[src/rtl/dbnc_pkg.sv]
// dbnc_pkg: shared constants and configuration checks for the debouncer family
package dbnc_pkg;

    localparam int DBNC_CNT_W_50M = 17;
    localparam int HOLD_1S_50M    = 50_000_000;
    localparam int NCH_MAX        = 32;
    localparam int CNT_W_MAX      = 32;
    localparam int HOLD_CYC_MIN   = 1;

    function automatic bit fits_w(input longint unsigned v, input int w);
        return $clog2(v + 64'd1) <= w;
    endfunction

    // Repeat reloads hcnt to HOLD_CYC-RPT_CYC, so RPT_CYC may not exceed HOLD_CYC
    function automatic bit hold_cfg_ok(input longint unsigned hold, input longint unsigned rpt, input int w);
        return hold >= HOLD_CYC_MIN && fits_w(hold, w) && fits_w(rpt, w) && rpt <= hold;
    endfunction

endpackage

[src/rtl/dbnc_chan.sv]
// dbnc_chan: one debounced channel with sync, edge pulses, hold and auto-repeat
module dbnc_chan
    import dbnc_pkg::*;
#(
    parameter int          CNT_W    = DBNC_CNT_W_50M,
    parameter logic        ACT_LOW  = 1'b0,
    parameter int          HOLD_W   = 26,
    parameter int unsigned HOLD_CYC = HOLD_1S_50M,
    parameter int unsigned RPT_CYC  = 0
) (
    input  logic clk,
    input  logic rst,
    input  logic hw_in,
    output logic state,
    output logic closed,
    output logic open,
    output logic held,
    output logic hold_pls
);

    localparam bit                CFG_OK      = hold_cfg_ok(HOLD_CYC, RPT_CYC, HOLD_W);
    localparam bit                RPT_EN      = CFG_OK && RPT_CYC != 0;
    localparam logic [CNT_W-1:0]  CNT_MAX     = '1;
    localparam logic [HOLD_W-1:0] HCNT_MAX    = '1;
    localparam logic [HOLD_W-1:0] HOLD_LAST   = HOLD_W'(HOLD_CYC - 1);
    localparam logic [HOLD_W-1:0] HOLD_RELOAD = HOLD_W'(HOLD_CYC - RPT_CYC);

    logic              sync0, sync1;
    logic [CNT_W-1:0]  cnt;
    logic [HOLD_W-1:0] hcnt;
    logic              diff, flip, fall, onset;

    always_comb begin
        diff  = sync1 ^ state;
        flip  = diff && cnt == CNT_MAX;
        fall  = flip && state;
        onset = state && hcnt == HOLD_LAST;
    end

    // A release on the same edge as a due repeat suppresses the pulse
    always_ff @(posedge clk or posedge rst) begin
        if (rst) begin
            sync0    <= 1'b0;
            sync1    <= 1'b0;
            cnt      <= '0;
            state    <= 1'b0;
            closed   <= 1'b0;
            open     <= 1'b0;
            hcnt     <= '0;
            held     <= 1'b0;
            hold_pls <= 1'b0;
        end else begin
            sync0    <= hw_in ^ ACT_LOW;
            sync1    <= sync0;
            cnt      <= (diff && !flip) ? cnt + 1'b1 : '0;
            state    <= state ^ flip;
            closed   <= flip && !state;
            open     <= fall;
            held     <= !fall && (held || onset);
            hold_pls <= onset && !fall;
            hcnt     <= (fall || !state) ? '0 :
                        (onset && RPT_EN) ? HOLD_RELOAD :
                        (hcnt == HCNT_MAX) ? hcnt : hcnt + 1'b1;
        end
    end

endmodule

[src/rtl/dbnc_multi.sv]
// dbnc_multi: NCH independent debounced button/switch channels
module dbnc_multi
    import dbnc_pkg::*;
#(
    parameter int             NCH      = 4,
    parameter int             CNT_W    = DBNC_CNT_W_50M,
    parameter logic [NCH-1:0] ACT_LOW  = '0,
    parameter int             HOLD_W   = 26,
    parameter int unsigned    HOLD_CYC = HOLD_1S_50M,
    parameter int unsigned    RPT_CYC  = 0
) (
    input  logic           clk,
    input  logic           rst,
    input  logic [NCH-1:0] hw_in,
    output logic [NCH-1:0] state,
    output logic [NCH-1:0] closed,
    output logic [NCH-1:0] open,
    output logic [NCH-1:0] held,
    output logic [NCH-1:0] hold_pls
);

    for (genvar i = 0; i < NCH; i++) begin : g_ch
        dbnc_chan #(
            .CNT_W   (CNT_W),
            .ACT_LOW (ACT_LOW[i]),
            .HOLD_W  (HOLD_W),
            .HOLD_CYC(HOLD_CYC),
            .RPT_CYC (RPT_CYC)
        ) u_chan (
            .clk     (clk),
            .rst     (rst),
            .hw_in   (hw_in[i]),
            .state   (state[i]),
            .closed  (closed[i]),
            .open    (open[i]),
            .held    (held[i]),
            .hold_pls(hold_pls[i])
        );
    end

endmodule

[config.mk]
export PLATFORM = sky130hd
export DESIGN_NAME = dbnc_multi
export DESIGN_NICKNAME = d
export VERILOG_FILES = /design/src/rtl/dbnc_pkg.sv /design/src/rtl/dbnc_chan.sv /design/src/rtl/dbnc_multi.sv
export SDC_FILE = /design/constraint.sdc
export NUM_CORES = 1
export LEC_CHECK = 0
export CORE_ASPECT_RATIO = 0.5
export CORE_MARGIN = 2
export CORE_UTILIZATION = 25
export CTS_BUF_LIST = sky130_fd_sc_hd__clkbuf_4 sky130_fd_sc_hd__clkbuf_8 sky130_fd_sc_hd__clkbuf_16
export DETAILED_ROUTE_END_ITERATION = 10
export PLACE_DENSITY = 0.45
export SETUP_SLACK_MARGIN = 0.02
export SLEW_MARGIN = 40
export SYNTH_ARGS = -nofsm -noshare
export SYNTH_HDL_FRONTEND = slang
export SYNTH_SLANG_ARGS = --single-unit
[constraint.sdc]
create_clock -name clk -period 9.95 [get_ports clk]
set_input_delay 2.985 -clock clk [delete_from_list [all_inputs] [get_ports clk]]
set_output_delay 2.985 -clock clk [all_outputs]
set_load 0.05 [all_outputs]
## Word-level counts from Yosys, hierarchy flattened

Index checks and enable logic that the tools add are counted.

- Flip-flop bits (word level): 200
- Output and inout bits: 20
- Word-level logic and storage cells: 128

- Equality and inequality tests: 16
- Muxes and demuxes: 12
- Add/sub/neg operators: 8
- Bitwise logic cells: 8
- Reductions and logical operators: 48

Operators with widths:

| cell | count |
|---|---|
| $eq A26 B26 Y1 const B | 8 |
| $mux W26 | 8 |
| $add A26 B1 Y26 const B | 4 |
| $add A17 B1 Y17 const B | 4 |
| $eq A17 B17 Y1 const B | 4 |
| $mux W17 | 4 |
| $logic_and A1 B1 Y1 | 28 |
| $logic_not A1 Y1 | 12 |
| $logic_or A1 B1 Y1 | 8 |
| $ne A2 B1 Y1 const B | 4 |
| $xor A1 B1 Y1 | 8 |

## Depth between registers and ports, before layout

Gate-level depths: netlist of the first run.

- Word-level depth: 5
- Depth in mapped cells: 11
- Mapped depth without buffers: 11

## Cells and area by module

Synthesis of the first run repeated with hierarchy kept, for this count alone.

- Cells, all modules: 1012
- Area, all modules: 10023.4 sq um

By module, submodules not included:

| module | cells an instance | seq. area each (sq um) | area an instance (sq um) | instances |
|---|---|---|---|---|
| dbnc_chan (g_ch[0].u_chan ...) | 245 | 1251.2 | 2431.1 | 3 |
| dbnc_chan (g_ch[1].u_chan) | 277 | 1251.2 | 2730.1 | 1 |

## Worst setup path before layout of the first run

OpenSTA, ideal clock, no wires.

- Kind: reg2out
- Start point: reg (tool-made name)
- End point: out state[0]
- Setup slack: 6.353 ns
- Required time: 6.965 ns
- Arrival time: 0.612 ns
- Buffers on the path: 1
- Stages on the path, launching flop included: 2
- Cell sequence: dfrtp_1 > buf_4

RTL lines:

| what | RTL line | text |
|---|---|---|
| end, declared | dbnc_multi.sv:15 | `output logic [NCH-1:0] state,` |

==> parameters.txt, run 1 <==
Parameter                              Value

Worst hold path
  Path class of the lowest-slack min-delay path ... flip-flop to flip-flop
  Worst Min Path Start ... g_ch[2].u_chan.sync0$_DFF_PP0_
  Instance count along the most critical hold path ... 0
  Endpoint of the worst hold path ... g_ch[2].u_chan.sync1$_DFF_PP0_

Synth
  Syn Area/Cell ... 9.61 µm²
  Most used flip-flop cell after synthesis ... sky130_fd_sc_hd__dfrtp_1
  Cell area after synthesis ... 10100 µm²
  Number of enable-type register cells in the synthesized netlist ... 0
  Number of synthesized register bits ... 200
  Area fraction of the dominant cell type after synthesis ... 0.494
  Proportion of synthesized chip area in sequential cells ... 0.494
  Count of yosys warnings during synthesis ... 0
  Share of flip-flops with an asynchronous set or reset after synthesis ... 1.00
  Number of library cell types mapped by synthesis ... 60
  Number of nets in the synthesized netlist ... 1073
  Cell accounting for the most synthesized area ... sky130_fd_sc_hd__dfrtp_1
  Number of instances in the synthesized netlist ... 1055
  Top cells by area in the synthesized netlist ... sky130_fd_sc_hd__dfrtp_1 (49%), sky130_fd_sc_hd__xnor2_1 (6.1%), sky130_fd_sc_hd__nor2_1 (6.1%)

Critical path
  Path depth of the worst reg2reg path ... 10
  CP max FO ... 6
  FF-to-FF Start ... g_ch[3].u_chan.cnt[0]$_DFF_PP0_
  Worst-path cell with the longest stage delay ... sky130_fd_sc_hd__clkdlybuf4s50_1
  Capturing element type of the critical path ... output port
  Capturing point of the worst reg2reg path ... g_ch[3].u_chan.held$_DFF_PP0_
  Cells traversed along the worst timing path ... clkdlybuf4s50_1
  Arrival time worst endpoint ... 1.76 ns
  Launching element type of the critical path ... flip-flop
  Type of the worst setup path ... flip-flop to output port
  Slack of the worst reg-to-reg path ... 7.13 ns
  Required @ worst endpoint ... 6.97 ns
  Slowest Stage Delay on Critical Path ... 0.87 ns
  Buffers & Inverters on Critical Path ... 1
  Cell family contributing the most delay on the critical path ... buffers and inverters

CTS
  Total setup buffers inserted after CTS ... 0
  Clock slew seen by the registers of the worst setup and hold paths ... 0.07 ns
  Clock tree from TritonCTS ... done
  Number of hold-repair buffers added at the cts stage ... 0
  Maximum root-to-sink buffer count ... 2
  TritonCTS buffer count ... 17
  Clock latency reported for the late side of the worst-skew pair ... 0.45 ns
  Count of H-tree levels built during CTS ... 4
  Number of sinks on the clock net ... 200
  Count of instances resized after the clock tree is built ... 0
  Buffer type at the clock tree root ... sky130_fd_sc_hd__clkbuf_16

STA
  Post-route setup TNS ... 0 ns
  Actual transition at the worst max-transition pin ... 0.824 ns
  Number of pins exceeding their max-slew limit in the final report ... 0
  Post-route minimum period ... 4.75 ns
  Top achievable clock speed ... 211 MHz
  Final setup vio count ... 0
  Fin Clk Skew ... 0.00861 ns
  Fin crit share ... 0.477
  Final hold vios ... 0
  Slew margin rel. ... 0.451
  RSZ-0062 raised after global routing ... false

Floorplanning
  Core region area ... 40200 µm²
  Number of top-level design ports ... 26
  Height of the die ... 146 µm
  Die span in x ... 289 µm
  Floorplan die area ... 42300 µm²
  Initial core utilization ... 0.252
  Number of standard-cell rows in the floorplan ... 52

Drt
  Iteration-0 DRC count of the detailed router ... 546
  Routed WL ... 21.0 mm
  Residual DRC ... 0
  Via total after detailed routing ... 7371
  Detailed-route vias per instance ... 4.59
  Antenna-violating nets left ... 0
  Post-DR wirelength/cell ... 13.1 µm
  Detailed-routing iteration count for the pre-antenna-repair pass ... 4

Outcome
  Outcome ... complete, no violations

Pwr
  Reported leakage power ... 4.41 nW
  Total power of the final layout ... 1.57 mW
  Power Dens Cells ... 137 nW/µm²
  IR Drop Worst-Case VDD ... 0.119 mV

Global route
  Routing usage on met1 ... 0.137
  Initial antenna violation count ... 0
  Total gr overflow ... 0
  Grt peak-use layer ... met2
  Vias in the first global route ... 7430
  Total routing resource utilization after global routing ... 0.105
  Global Route met2 Usage ... 0.168
  Global routing met3 resource utilization ... 0.0275
  Global-route wire length before repair ... 36.4 mm
  Largest net degree at the start of global routing ... 126

Finish
  Final Net Count ... 1071
  Layout-stage area growth over the synthesis result ... 13.2%
  Filler Cell Count ... 4236
  Fraction of layout cells with a size suffix above 1 ... 0.0666
  Count of antenna diodes in the layout ... 0

Placed design
  Half-perimeter wire length after detailed placement ... 14.2 mm
  Port bufs ... 25
  Gp weighted congestion ... 0.794

Run
  Max-cap violation count ... 0
==> through the flow <==
stage | worst slack, ns | hold WS, ns | area (µm²) | instances | utilization
floorplan | 1.51 | 0.331 | 10100 | 1055 | -
global placement | 4.71 | 0.337 | 10800 | 1574 | 0.270
detailed placement | 5.12 | 0.340 | 10900 | 1574 | 0.270
CTS | 5.15 | 0.350 | 11500 | 1606 | 0.285
global route | 5.13 | 0.372 | 11500 | 1606 | 0.285
finish | 5.20 | 0.348 | 11500 | 1606 | 0.285
==> logic make-up (layout without fill, tap and decap cells) <==
group / after synthesis / count (layout) / share of synthesized area
flip-flops: 200 / 200 / 0.494
XOR/XNOR: 118 / 118 / 0.102
adder cells (fa/ha/maj): 12 / 12 / 0.0148
buffers and inverters: 84 / 95 / 0.0403
AO/OA/AOI/OAI: 128 / 128 / 0.0795
AND/OR/NAND/NOR: 507 / 507 / 0.264
multiplexers: 6 / 6 / 0.00592
==> sequential cells by signal (all words and copies together), names as in the netlist, named ones only <==
register	flops
g_ch.u_chan.sync1	4
g_ch.u_chan.sync0	4
g_ch.u_chan.cnt	68
g_ch.u_chan.closed	4
g_ch.u_chan.hcnt	104
g_ch.u_chan.held	4
g_ch.u_chan.open	4
g_ch.u_chan.hold_pls	4
==> layout by cell type, fill, tap and decap left out, types with 9 or more instances in the layout <==
| master | Yosys | routed |
|---|---|---|
| sky130_fd_sc_hd__or3_1 | 22 | 22 |
| sky130_fd_sc_hd__or4_1 | 9 | 9 |
| sky130_fd_sc_hd__o21ai_0 | 30 | 30 |
| sky130_fd_sc_hd__inv_1 | 33 | 32 |
| sky130_fd_sc_hd__nand4_1 | 39 | 39 |
| sky130_fd_sc_hd__clkdlybuf4s50_1 | 0 | 25 |
| sky130_fd_sc_hd__dfrtp_1 | 200 | 200 |
| sky130_fd_sc_hd__a211oi_1 | 12 | 12 |
| sky130_fd_sc_hd__xor2_1 | 47 | 47 |
| sky130_fd_sc_hd__ha_1 | 12 | 12 |
| sky130_fd_sc_hd__nor3_1 | 22 | 22 |
| sky130_fd_sc_hd__and4_1 | 12 | 12 |
| sky130_fd_sc_hd__xnor2_1 | 71 | 71 |
| sky130_fd_sc_hd__nand2_1 | 82 | 79 |
| sky130_fd_sc_hd__clkbuf_16 | 0 | 17 |
| sky130_fd_sc_hd__nand2b_1 | 11 | 11 |
| sky130_fd_sc_hd__nor2_1 | 165 | 165 |
| sky130_fd_sc_hd__nand3_1 | 61 | 61 |
| sky130_fd_sc_hd__and3_1 | 27 | 27 |
| sky130_fd_sc_hd__and2_1 | 10 | 10 |
| sky130_fd_sc_hd__a21oi_1 | 54 | 54 |
| sky130_fd_sc_hd__nor4_1 | 14 | 12 |
==> layer usage <==
metal,share of wire,vias to the layer above
met3,0.028,16
met1,0.49,3631
met5,0,-
li1,-,3656
met2,0.46,68
met4,0.019,0
==> worst max-delay path by stage <==
| stage | to | cells after the start |
|---|---|---|
| after floorplan | async pin | 1 |
| after global placement | g_ch[0].u_chan.sync0$_DFF_PP0_ | 3 |
| after detailed placement | g_ch[0].u_chan.cnt[1]$_DFF_PP0_ | 3 |
| after CTS | state[0] | 1 |
| after global routing | state[0] | 1 |
| final | state[0] | 1 |
==> Yosys cell counts (all sizes together), types with 22 or more instances <==
| cell | count |
|---|---|
| dfrtp | 200 |
| nor2 | 165 |
| nand2 | 82 |
| xnor2 | 71 |
| nand3 | 62 |
| a21oi | 54 |
| xor2 | 47 |
| nand4 | 41 |
| inv | 33 |
| o21ai | 30 |
| buf | 28 |
| and3 | 27 |
| nor4 | 24 |
| clkbuf | 23 |
| nor3 | 22 |
| or3 | 22 |
==> final cells by class <==
cell class | instances | area [µm²] | area share
clock inverter | 12 | 144 | 0.0125
clock buffer | 20 | 460 | 0.0401
timing repair buffer | 30 | 292 | 0.0254
tap | 540 | 676 | 0.0589
multi-input combinational | 771 | 4760 | 0.415
inverter | 33 | 136 | 0.0119
sequential | 200 | 5000 | 0.436
==> power breakdown <==
part / leakage, nW / internal (mW) / switching (mW)
logic: 1.36 / 0.00688 / 0.0248
clock network: 0.280 / 0.390 / 0.324
registers: 2.77 / 0.818 / 0.00474
Power figures use the tool's default switching activity.
==> run 2, diff against run 1 <==
- clock period: 9.95 -> 4.87 ns (I/O delays scaled with it)
==> run 2 against run 1 <==
  * Routed wire length fell by 0.79%
  * Non-clock buffer count rose by 5
  * Combinational power is 130% higher
  * Cell area is 0.66% higher
  * Critical path depth unchanged
  * Die area unchanged
  * Core utilization increased by 0.19 points
  * Sequential power is 100% higher
  * Sequential share of layout area is 0.29 points lower
  * Largest cell class unchanged
==> parameters.txt, run 2 (same netlist as run 1, synthesis figures left out) <==
Parameter                              Value

Critical path
  Slowest Stage Delay on Critical Path ... 0.89 ns
  Required @ worst endpoint ... 3.41 ns
  Launching element type of the critical path ... flip-flop
  FF-to-FF Start ... g_ch[0].u_chan.cnt[0]$_DFF_PP0_
  Arrival time worst endpoint ... 1.80 ns
  Worst-path cell with the longest stage delay ... sky130_fd_sc_hd__clkdlybuf4s50_1
  Cell family contributing the most delay on the critical path ... buffers and inverters
  Cells traversed along the worst timing path ... clkdlybuf4s50_1
  Number of cells on the critical path ... 1
  Type of the worst setup path ... flip-flop to output port
  CP max FO ... 6
  Capturing element type of the critical path ... output port
  Path depth of the worst reg2reg path ... 11
  Slack of the worst reg-to-reg path ... 2.14 ns
  Capturing point of the worst reg2reg path ... g_ch[0].u_chan.held$_DFF_PP0_
  Buffers & Inverters on Critical Path ... 1

CTS
  Total setup buffers inserted after CTS ... 0
  Count of instances resized after the clock tree is built ... 0
  Clock slew seen by the registers of the worst setup and hold paths ... 0.08 ns
  Clock tree from TritonCTS ... done
  Number of hold-repair buffers added at the cts stage ... 0
  TritonCTS buffer count ... 17
  Count of H-tree levels built during CTS ... 4
  Number of sinks on the clock net ... 200
  Maximum root-to-sink buffer count ... 2
  Buffer type at the clock tree root ... sky130_fd_sc_hd__clkbuf_16
  Clock latency reported for the late side of the worst-skew pair ... 0.45 ns

Drt
  Detailed-routing iteration count for the pre-antenna-repair pass ... 5
  Residual DRC ... 0
  Iteration-0 DRC count of the detailed router ... 358
  Via total after detailed routing ... 7366
  Antenna-violating nets left ... 0
  Post-DR wirelength/cell ... 12.9 µm
  Routed WL ... 20.8 mm
  Detailed-route vias per instance ... 4.57

Placed design
  Gp weighted congestion ... 0.778
  Port bufs ... 25
  Half-perimeter wire length after detailed placement ... 14.5 mm

Worst hold path
  Worst Min Path Start ... g_ch[2].u_chan.sync0$_DFF_PP0_
  Instance count along the most critical hold path ... 0
  Path class of the lowest-slack min-delay path ... flip-flop to flip-flop
  Endpoint of the worst hold path ... g_ch[2].u_chan.sync1$_DFF_PP0_

Global route
  Initial antenna violation count ... 0
  Global-route wire length before repair ... 36.9 mm
  Total gr overflow ... 0
  Vias in the first global route ... 7572
  Largest net degree at the start of global routing ... 57
  Total routing resource utilization after global routing ... 0.106

STA
  Number of pins exceeding their max-slew limit in the final report ... 0
  Slew margin rel. ... 0.466
  Post-route setup TNS ... 0 ns
  Final setup vio count ... 0
  Post-route minimum period ... 3.26 ns
  Final hold vios ... 0
  Actual transition at the worst max-transition pin ... 0.795 ns
  RSZ-0062 raised after global routing ... false
  Top achievable clock speed ... 307 MHz
  Fin Clk Skew ... 0.0115 ns
  Fin crit share ... 0.670

Pwr
  IR Drop Worst-Case VDD ... 0.191 mV
  Total power of the final layout ... 3.19 mW
  Reported leakage power ... 4.44 nW
  Power Dens Cells ... 276 nW/µm²

Floorplanning
  Number of standard-cell rows in the floorplan ... 52
  Number of top-level design ports ... 26
  Die span in x ... 289 µm
  Core region area ... 40200 µm²
  Height of the die ... 146 µm
  Floorplan die area ... 42300 µm²
  Initial core utilization ... 0.252

Finish
  Registers with the most flip-flops ... g_ch.u_chan.hcnt (104), g_ch.u_chan.cnt (68)
  Most common cell after layout, fill and taps aside ... sky130_fd_sc_hd__dfrtp_1
  Final Net Count ... 1076
  Count of antenna diodes in the layout ... 0
  Top register by number of flip-flops ... g_ch.u_chan.hcnt
  Layout-stage area growth over the synthesis result ... 13.9%
  Number of flip-flops under the largest register name ... 104
  Fraction of layout cells with a size suffix above 1 ... 0.0719
  Commonest cells after routing, fill and taps aside ... sky130_fd_sc_hd__dfrtp_1 (200), sky130_fd_sc_hd__nor2_1 (165), sky130_fd_sc_hd__nand2_1 (78)
  Filler Cell Count ... 4209

Outcome
  Outcome ... complete, no violations

Run
  Max-cap violation count ... 0
run 2: how the worst max path moves through the flow:
stage,startpoint,to
final,flip-flop,state[1]
after global routing,flip-flop,state[1]
after CTS,flip-flop,state[1]
after detailed placement,rst,g_ch[2].u_chan.hcnt[5]$_DFFE_PP0P_
after global placement,g_ch[0].u_chan.cnt[0]$_DFF_PP0_,g_ch[0].u_chan.held$_DFF_PP0_
after floorplan,rst,async pin
run 2: report_power, final:
part	leakage (nW)	total, mW	switching (mW)	internal, mW
logic	1.39	0.0743	0.0513	0.0230
clock network	0.282	1.43	0.704	0.727
registers	2.77	1.68	0.00954	1.67
run 2: layout make-up:
class | count | area [µm²] | share of cell area
clock buffer | 17 | 425 | 0.0368
sequential | 200 | 5000 | 0.433
clock inverter | 15 | 159 | 0.0138
inverter | 33 | 128 | 0.0110
multi-input combinational | 771 | 4760 | 0.412
timing repair buffer | 35 | 403 | 0.0349
tap | 540 | 676 | 0.0585
run 2: metrics by stage:
step                      utilization  instances  worst slack (ns)  hold WS, ns  instance area, µm²
after floorplan                     -       1055             0.821        0.331               10100
after global placement          0.271       1577              1.87        0.336               10900
after detailed placement        0.273       1579              2.06        0.336               11000
after CTS                       0.287       1611              1.56        0.353               11600
after global routing            0.287       1611              1.52        0.362               11600
final                           0.287       1611              1.61        0.351               11600
run 2: layer usage:
layer	global-route usage	vias to the layer above	part of all wire
li1	-	3672	-
met1	0.136	3600	0.49
met2	0.176	76	0.47
met3	0.0231	18	0.025
met4	0.0374	0	0.015
met5	0	-	0
